**src/rtl/ulpi_rx_framer.sv**
```systemverilog
// ULPI RX framer: splits RX CMD from packet bytes, packs words into an FWFT FIFO, reports len/CRC/error per packet.
// Latency: word pushed one edge after its last byte; no backpressure to the PHY, a push into a full FIFO is dropped and flagged.
module ulpi_rx_framer #(
  parameter int WORD_BYTES = 4,
  parameter int FIFO_DEPTH = 16,
  parameter int CRC_EN     = 1
) (
  input  logic                           clk,
  input  logic                           rst,
  input  logic [7:0]                     ulpi_data_in,
  input  logic                           ulpi_dir,
  input  logic                           ulpi_nxt,
  output logic [7:0]                     rx_cmd,
  output logic                           rx_cmd_valid,
  output logic [8*WORD_BYTES-1:0]        word_data,
  output logic [$clog2(WORD_BYTES+1)-1:0] word_bytes,
  output logic                           word_last,
  output logic                           word_valid,
  input  logic                           word_ready,
  output logic                           pkt_done,
  output logic [15:0]                    pkt_len,
  output logic                           pkt_crc_ok,
  output logic                           pkt_err,
  output logic                           overflow,
  output logic                           rx_active
);
  localparam int BW = $clog2(WORD_BYTES+1);
  localparam int DW = 8*WORD_BYTES;
  localparam int AW = $clog2(FIFO_DEPTH);

  typedef enum logic [1:0] {IDLE, TURN, BUS, PKT} state_t;
  typedef struct packed {
    logic          last;
    logic [BW-1:0] bytes;
    logic [DW-1:0] data;
  } ent_t;

  state_t        state;
  logic [DW-1:0] asm_dat;
  logic [BW-1:0] asm_cnt;
  logic [15:0]   len, crc;
  logic          err;

  // Snapshot of a finished packet, flushed on the following edge so a new PID can reuse the assembly register.
  logic          pend;
  logic [DW-1:0] pend_dat;
  logic [BW-1:0] pend_cnt;
  logic [15:0]   pend_len;
  logic          pend_ok, pend_err;

  ent_t          mem [FIFO_DEPTH];
  logic [AW-1:0] rd_ptr, wr_ptr;
  logic [AW:0]   count;
  logic          full, pop, push_req, push_ok, drop, data_byte, full_word, crc_ok_now;
  ent_t          push_ent, head;

  function automatic logic [15:0] crc16_upd(input logic [15:0] c, input logic [7:0] b);
    logic [15:0] r;
    r = c;
    for (int i = 0; i < 8; i++) r = (r[0] ^ b[i]) ? ((r >> 1) ^ 16'hA001) : (r >> 1);
    return r;
  endfunction

  assign full_word  = (asm_cnt == BW'(WORD_BYTES));
  assign data_byte  = (state == PKT) && ulpi_dir && ulpi_nxt;
  assign crc_ok_now = (CRC_EN == 0) || (len == 16'd1) || ((len >= 16'd3) && (crc == 16'hB001));

  always_comb begin
    push_req       = 1'b0;
    push_ent.data  = asm_dat;
    push_ent.bytes = asm_cnt;
    push_ent.last  = 1'b0;
    if (pend) begin
      push_req       = (pend_cnt != '0);
      push_ent.data  = pend_dat;
      push_ent.bytes = pend_cnt;
      push_ent.last  = 1'b1;
    end else begin
      push_req = data_byte && full_word;
    end
  end

  assign full       = (count == (AW+1)'(FIFO_DEPTH));
  assign word_valid = (count != '0);
  assign pop        = word_valid && word_ready;
  assign push_ok    = push_req && (!full || pop);
  assign drop       = push_req && full && !pop;
  assign head       = mem[rd_ptr];
  assign word_data  = head.data;
  assign word_bytes = head.bytes;
  assign word_last  = head.last;
  assign rx_active  = (state == PKT);

  always_ff @(posedge clk) begin
    if (push_ok) mem[wr_ptr] <= push_ent;
  end

  always_ff @(posedge clk) begin
    if (rst) begin
      rd_ptr <= '0;
      wr_ptr <= '0;
      count  <= '0;
    end else begin
      if (push_ok) wr_ptr <= wr_ptr + AW'(1);
      if (pop)     rd_ptr <= rd_ptr + AW'(1);
      count <= count + (AW+1)'(push_ok) - (AW+1)'(pop);
    end
  end

  always_ff @(posedge clk) begin
    if (rst) begin
      state        <= IDLE;
      rx_cmd       <= 8'h00;
      rx_cmd_valid <= 1'b0;
      asm_dat      <= '0;
      asm_cnt      <= '0;
      len          <= 16'd0;
      crc          <= 16'hFFFF;
      err          <= 1'b0;
      pend         <= 1'b0;
      pend_dat     <= '0;
      pend_cnt     <= '0;
      pend_len     <= 16'd0;
      pend_ok      <= 1'b0;
      pend_err     <= 1'b0;
      pkt_done     <= 1'b0;
      pkt_len      <= 16'd0;
      pkt_crc_ok   <= 1'b0;
      pkt_err      <= 1'b0;
      overflow     <= 1'b0;
    end else begin
      rx_cmd_valid <= 1'b0;
      pkt_done     <= 1'b0;
      pend         <= 1'b0;
      if (drop) overflow <= 1'b1;
      if (drop && !pend) err <= 1'b1;
      if (pend) begin
        pkt_done   <= 1'b1;
        pkt_len    <= pend_len;
        pkt_crc_ok <= pend_ok;
        pkt_err    <= pend_err | drop;
      end
      case (state)
        IDLE: if (ulpi_dir) state <= TURN;
        TURN: state <= ulpi_dir ? BUS : IDLE;
        BUS: begin
          if (!ulpi_dir) begin
            state <= IDLE;
          end else if (!ulpi_nxt) begin
            rx_cmd       <= ulpi_data_in;
            rx_cmd_valid <= 1'b1;
          end else begin
            asm_dat <= DW'(ulpi_data_in);
            asm_cnt <= BW'(1);
            len     <= 16'd1;
            crc     <= 16'hFFFF;
            err     <= 1'b0;
            state   <= PKT;
          end
        end
        PKT: begin
          if (ulpi_dir && ulpi_nxt) begin
            if (full_word) begin
              asm_dat <= DW'(ulpi_data_in);
              asm_cnt <= BW'(1);
            end else begin
              for (int i = 0; i < WORD_BYTES; i++)
                if (asm_cnt == BW'(i)) asm_dat[8*i +: 8] <= ulpi_data_in;
              asm_cnt <= asm_cnt + BW'(1);
            end
            len <= (len == 16'hFFFF) ? len : len + 16'd1;
            crc <= crc16_upd(crc, ulpi_data_in);
          end else begin
            if (ulpi_dir) begin
              rx_cmd       <= ulpi_data_in;
              rx_cmd_valid <= 1'b1;
            end
            if (!ulpi_dir || (ulpi_data_in[5:4] != 2'b01)) begin
              pend     <= 1'b1;
              pend_dat <= asm_dat;
              pend_cnt <= asm_cnt;
              pend_len <= len;
              pend_ok  <= crc_ok_now;
              pend_err <= err;
              asm_dat  <= '0;
              asm_cnt  <= '0;
              state    <= ulpi_dir ? BUS : IDLE;
            end
          end
        end
        default: state <= IDLE;
      endcase
    end
  end
endmodule

```
**config.mk**
```make
export PLATFORM = sky130hd
export DESIGN_NAME = ulpi_rx_framer
export DESIGN_NICKNAME = d
export VERILOG_FILES = /design/src/rtl/ulpi_rx_framer.sv
export SDC_FILE = /design/constraint.sdc
export NUM_CORES = 1
export LEC_CHECK = 0
export ABC_CLOCK_PERIOD_IN_PS = 9120
export CAP_MARGIN = 5
export CORE_MARGIN = 2
export CORE_UTILIZATION = 53
export DETAILED_ROUTE_END_ITERATION = 16
export HOLD_SLACK_MARGIN = 0.08
export PLACE_DENSITY = 0.7
export SLEW_MARGIN = 5
export SYNTH_ARGS = -nofsm -noshare
export SYNTH_HDL_FRONTEND = slang
export SYNTH_SLANG_ARGS = --single-unit
```
**constraint.sdc**
```tcl
create_clock -name clk -period 9.12 [get_ports clk]
set_input_delay 1.824 -clock clk [delete_from_list [all_inputs] [get_ports clk]]
set_output_delay 1.824 -clock clk [all_outputs]
set_load 0.03 [all_outputs]
```
==> results.toml, run 1 <==
[setup_path]
slowest_stage = "dfxtp_4"
crit_top_cell = "mux4_2"
start_kind = "flip-flop"
cp-end-kind = "output port"
cpPeakStageDelay_ns = 0.78
path_max_fanout = 83
crit_required_ns = 7.30
worstPathArrival_ns = 3.93
cp_cell_sequence = "buf_12 -> mux4_2 -> mux4_2 -> clkdlybuf4s50_1"
cp_top_family = "multiplexers"
crit_type = "flip-flop to output port"
cp_num_buf_inv = 2
cp.depth = 4
r2r_cells = 5

[sta]
period_needed_ns = 5.75
skew_ns = 0.0153
timing.final.crit_share_pct = 63.1
final-hold-violation-count = 0
report.final.slew_viol_count = 0
worst_pin_slew_ns = 1.25
rsz0062_at_grt = "false"
whs_ns = 0.452
finalSetupViolCount = 0
slew_headroom_pct = 16.5
tns_ns = 0
fmax_mhz = 174

[detailed_routing]
drcViolationCount = 0
totalWireLength_microns = 61200
post_drt_wl_per_cell_microns = 24.8
vias = 14611
final_antenna_net_count = 0
firstDrtPassIters = 5
dr.first_iter.drc_count = 1287
via_per_inst = 5.92

[synthesis]
netlist_instances = 1629
synth_area_per_cell_sq_um = 17.7
synth_area_sq_mm = 0.0288
synth_flop_cell = "edfxtp_1"
synth-warning-count = 0
synth_edf_count = 576
yosysUniqueCellTypes = 56
ys_seq_area_share_pct = 71.8
async_reset_ff_share_pct = 0
synth_nets = 1661
ys_ff_latch = 746

[clock_tree]
htreeDepth = 3
cts_tree = "yes"
cts_resized = 0
clock_sinks = 746
post_cts_buffers = 0
clockBufferDepth = 3
clock_latency_ns = 0.61
cts_inserted_buffers = 75
hold_buffers = 0
cts_root_buf = "clkbuf_16"
cts.clk_slew.worst_paths_ns = 0.06

[global_routing]
grt_pass1_wl_microns = 93100
antenna_found_initial = 2
grt_max_degree = 118
grt_pass1_vias = 14902
grt_overflow = 0
grt_use_total_pct = 22.3

[die]
die_height_microns = 237
die_x_microns = 237
die_area_sq_mm = 0.0563
start_util_pct = 53.6
core-area_sq_mm = 0.0538
ios = 80
rows = 85

[finish]
area_delta_synth_final_pct = 14.7
drive_gt1_share_pct = 22.0
antenna_cells = 0
design_area_sq_mm = 0.0331
nets = 1745

[placement]
placed_cell_area_sq_mm = 0.0304
hpwl_microns = 36100
port_buffers = 79
gp_congestion = 0.803

[power]
p_leak_nw = 9.64
irDropWorstVdd_v = 0.000172
powerDensity_mw_per_mm2 = 230

[worst_hold_path]
hold_path.class = "flip-flop to flip-flop"
hold_depth = 2

[outcome]
status = "finished clean"

[run]
drv_cap = 0
## per-layer routing
metal / vias to the layer above / wire (microns) / global-route usage (%)
li1: 6480 / - / -
met1: 7567 / 26300 / 32.4
met2: 486 / 29000 / 34.4
met3: 78 / 4750 / 4.90
met4: 0 / 1220 / 6.29
met5: - / 0 / 0
## power breakdown
| group | switching, mW | internal, mW |
|---|---|---|
| logic | 0.339 | 0.316 |
| registers | 0.0696 | 3.63 |
| clock network | 1.26 | 2.00 |
## logic make-up (layout without fill, tap and decap cells)
logic type                 after synthesis  count (layout)  share of synthesized area, %
adders and majority gates               19              19                         0.850
buffers and inverters                  107             249                          1.48
AOI/OAI and AO/OA                      108             108                          2.16
xor gates and xnor gates                41              41                          1.37
DFF                                    746             746                          71.8
and+or+nand+nor                        345             345                          5.32
muxes                                  263             263                          17.1
## cell usage after synthesis (all sizes together) (2+ instances only)
cell type	count	share of area, %
mux2i	51	1.8
inv	15	0.20
mux2	32	1.2
ha	18	0.78
nand3b	3	0.078
buf	29	0.46
nor4b	2	0.061
clkbuf	63	0.82
nor4	5	0.15
a21oi	75	1.3
xnor2	20	0.61
or3	3	0.065
o31ai	2	0.052
a21o	5	0.13
nand2	143	1.9
o22ai	6	0.13
or2	8	0.17
and4	3	0.091
nor2b	6	0.13
xor2	20	0.69
o21ai	9	0.16
and2	11	0.24
nor3	10	0.17
nor2	105	1.4
nand2b	10	0.22
edfxtp	576	60
nand4	8	0.17
a211oi	2	0.069
mux4	180	14
dfxtp	170	12
nand3	23	0.40
## through the flow
stage	instances	setup WS, ns	power [mW]	utilization [%]
after floorplan	1629	3.43	4.28	-
final	2467	3.37	7.62	61.5
after global placement	2332	3.06	4.44	56.6
after CTS	2467	3.28	7.69	61.5
after detailed placement	2332	2.93	4.45	56.6
after global routing	2467	3.14	7.86	61.5
## area by class of cell
type,instances,area [sq um]
Fill cell,3820,20700
Sequential cell,746,20700
Multi-Input combinational cell,776,7840
Clock buffer,96,2180
Timing Repair Buffer,99,963
Tap cell,696,871
Clock inverter,39,469
Inverter,15,56.3
## placed cells by master, fill, tap and decap left out, drive strengths merged, types with 8 or more instances in the layout
master,synthesis,final
edfxtp,576,576
mux4,180,180
dfxtp,170,170
nand2,143,143
nor2,105,105
clkbuf,63,96
clkdlybuf4s50,0,78
a21oi,75,75
mux2i,51,51
mux2,32,32
clkinv,0,24
nand3,23,23
buf,29,21
xnor2,20,20
xor2,20,20
ha,18,18
inv,15,17
bufinv,0,11
and2,11,11
nand2b,10,10
nor3,10,10
o21ai,9,9
nand4,8,8
or2,8,8
## sequential cells by signal, summed over array words and instances (netlist names), 5 cells and up, named ones only
register,flops
len,16
mem,576
count,5
asm_dat,32
rx_cmd,8
crc,16
pend_dat,32
pend_len,16
pkt_len,16
## worst register-to-register path: cells and delay by family, from the launching register on
kind	cells	cell delay (ns)
DFF	1	0.55
AOI/OAI and AO/OA	1	0.53
and+or+nand+nor	4	2.87
## final timing paths
check                                          startpoint                        end  slack, ns
worst max register to register      state[0]$_SDFFE_PP0P_       mem[7][19]$_DFFE_PP_       4.76
worst min-delay path            pend_dat[18]$_SDFFE_PP0P_  pend_dat[18]$_SDFFE_PP0P_       0.45
worst max-delay path                            flip-flop              word_bytes[1]       3.37
worst min register to register  pend_dat[18]$_SDFFE_PP0P_  pend_dat[18]$_SDFFE_PP0P_       0.45
(Power assumes the default switching activity.)
==> inputs of run 2 (changes only) <==
--- a/config.mk
+++ b/config.mk
@@ -5,7 +5,7 @@
 export SDC_FILE = /design/constraint.sdc
 export NUM_CORES = 1
 export LEC_CHECK = 0
-export ABC_CLOCK_PERIOD_IN_PS = 9120
+export ABC_CLOCK_PERIOD_IN_PS = 5770
 export CAP_MARGIN = 5
 export CORE_MARGIN = 2
 export CORE_UTILIZATION = 53
==> constraint.sdc (replaced) <==
create_clock -name clk -period 5.77 [get_ports clk]
set_input_delay 1.154 -clock clk [delete_from_list [all_inputs] [get_ports clk]]
set_output_delay 1.154 -clock clk [all_outputs]
set_load 0.03 [all_outputs]
==> run 2 against run 1 <==
Compared with the run above:
- routed wire length down 0.70%
- cell count up 0.53%
- clock skew up 0.010 ns
- sequential power up 57%
- critical endpoint is now word_bytes[2]
- register-to-register slack worse by 3.0 ns
- sequential share of layout area up 0.18 points
- global-route usage about the same
- first-iteration DRC count down 8.0%
==> results.toml, run 2 (synthesis gave the netlist of run 1 again) <==
[outcome]
status = "finished clean"

[die]
rows = 85
die_x_microns = 237
die_area_sq_mm = 0.0563
start_util_pct = 53.6
core-area_sq_mm = 0.0538
die_height_microns = 237
ios = 80

[clock_tree]
cts.clk_slew.worst_paths_ns = 0.06
cts_inserted_buffers = 75
clockBufferDepth = 3
cts_tree = "yes"
clock_sinks = 746
clock_latency_ns = 0.62
cts_root_buf = "clkbuf_16"
htreeDepth = 3
post_cts_buffers = 0
hold_buffers = 0
cts_resized = 0

[finish]
final_core_util_pct = 61.3
layout_common_cells = "edfxtp_1, mux4_2, dfxtp_1"
antenna_cells = 0
area_delta_synth_final_pct = 14.4
reg.largest.list = "mem: 576 flops, asm_dat: 32 flops, pend_dat: 32 flops"
drive_gt1_share_pct = 21.9
design_area_sq_mm = 0.0330
layout_commonest_cell = "edfxtp_1"
nets = 1754
largest_reg_flops = 576
regMostFlops = "mem"

[sta]
worst_pin_slew_ns = 1.14
final-hold-violation-count = 0
period_needed_ns = 4.65
skew_ns = 0.0256
rsz0062_at_grt = "false"
tns_ns = 0
slew_headroom_pct = 23.8
fin_ws_ns = 1.12
report.final.slew_viol_count = 0
finalSetupViolCount = 0
timing.final.crit_share_pct = 80.6
fmax_mhz = 215

[setup_path]
worstPathArrival_ns = 3.49
path_max_fanout = 46
crit_required_ns = 4.62
start_kind = "flip-flop"
crit_type = "flip-flop to output port"
cp-end-kind = "output port"

[power]
irDropWorstVdd_v = 0.000230
powerDensity_mw_per_mm2 = 356
p_leak_nw = 9.59
total_power_mw = 11.7

[worst_hold_path]
hold_path.class = "flip-flop to flip-flop"

[detailed_routing]
post_drt_wl_per_cell_microns = 24.5
dr.first_iter.drc_count = 1184
final_antenna_net_count = 0
totalWireLength_microns = 60800
firstDrtPassIters = 7
drcViolationCount = 0
vias = 14645
via_per_inst = 5.91

[placement]
place_ws_ns = 0.745
port_buffers = 79
hpwl_microns = 32900
placed_cell_area_sq_mm = 0.0305
gp_congestion = 0.766

[global_routing]
grt_pass1_wl_microns = 93400
antenna_found_initial = 0
grt_max_degree = 102
grt_overflow = 0
grt_use_total_pct = 22.3
grt_pass1_vias = 15126

[run]
drv_cap = 0
## run 2: cell types whose count changed in the layout (fill, tap and decap cells not counted), moves of 3 or more
| cell | delta |
|---|---|
| buf_4 | +7 |
| clkinv_1 | +7 |
| clkbuf_1 | +6 |
| clkbuf_8 | -5 |
| bufinv_16 | -4 |
| clkbuf_16 | -4 |
| clkinvlp_4 | +3 |
| inv_6 | +3 |
## run 2: layer usage
metal	global-route usage [%]	share of wire [%]	up-vias
met3	3.53	5.1	76
li1	-	-	6508
met5	0	0	-
met1	30.9	42	7663
met4	6.31	1.9	0
met2	37.2	51	398
## run 2: stage by stage
step	std cells	hold WS, ns
2_1_floorplan	1629	0.432
3_3_place_gp	2341	0.438
3_5_place_dp	2341	0.444
4_1_cts	2480	0.454
5_1_grt	2480	0.469
6_report	2480	0.454
## run 2: where the power goes
group	internal (mW)	switching (mW)	leakage (nW)
clock	2.83	2.00	1.20
combinational	0.520	0.575	2.35
sequential	5.74	0.0747	6.04
## run 2: worst paths after layout
check	startpoint	to	slack [ns]	depth (start not counted)
max	flip-flop	word_bytes[2]	1.12	4
min reg2reg	pend_dat[16]$_SDFFE_PP0P_	pend_dat[16]$_SDFFE_PP0P_	0.45	2
max reg2reg	pend$_SDFF_PP0_	mem[15][16]$_DFFE_PP_	1.74	6
min	pend_dat[16]$_SDFFE_PP0P_	pend_dat[16]$_SDFFE_PP0P_	0.45	2
## run 2: worst max-delay path: stages (launching register included)
cell             delay (ns)
dfxtp_4                0.68
buf_12                 0.42
mux4_2                 0.58
mux4_2                 0.54
clkdlybuf4s50_1        0.63
## run 2: area by class of cell
type | instances | area (sq um)
Sequential cell | 746 | 20700
Tap cell | 696 | 871
Inverter | 15 | 56.3
Multi-Input combinational cell | 776 | 7840
Clock inverter | 46 | 430
Timing Repair Buffer | 108 | 1060
Clock buffer | 93 | 2040
Fill cell | 3857 | 20800
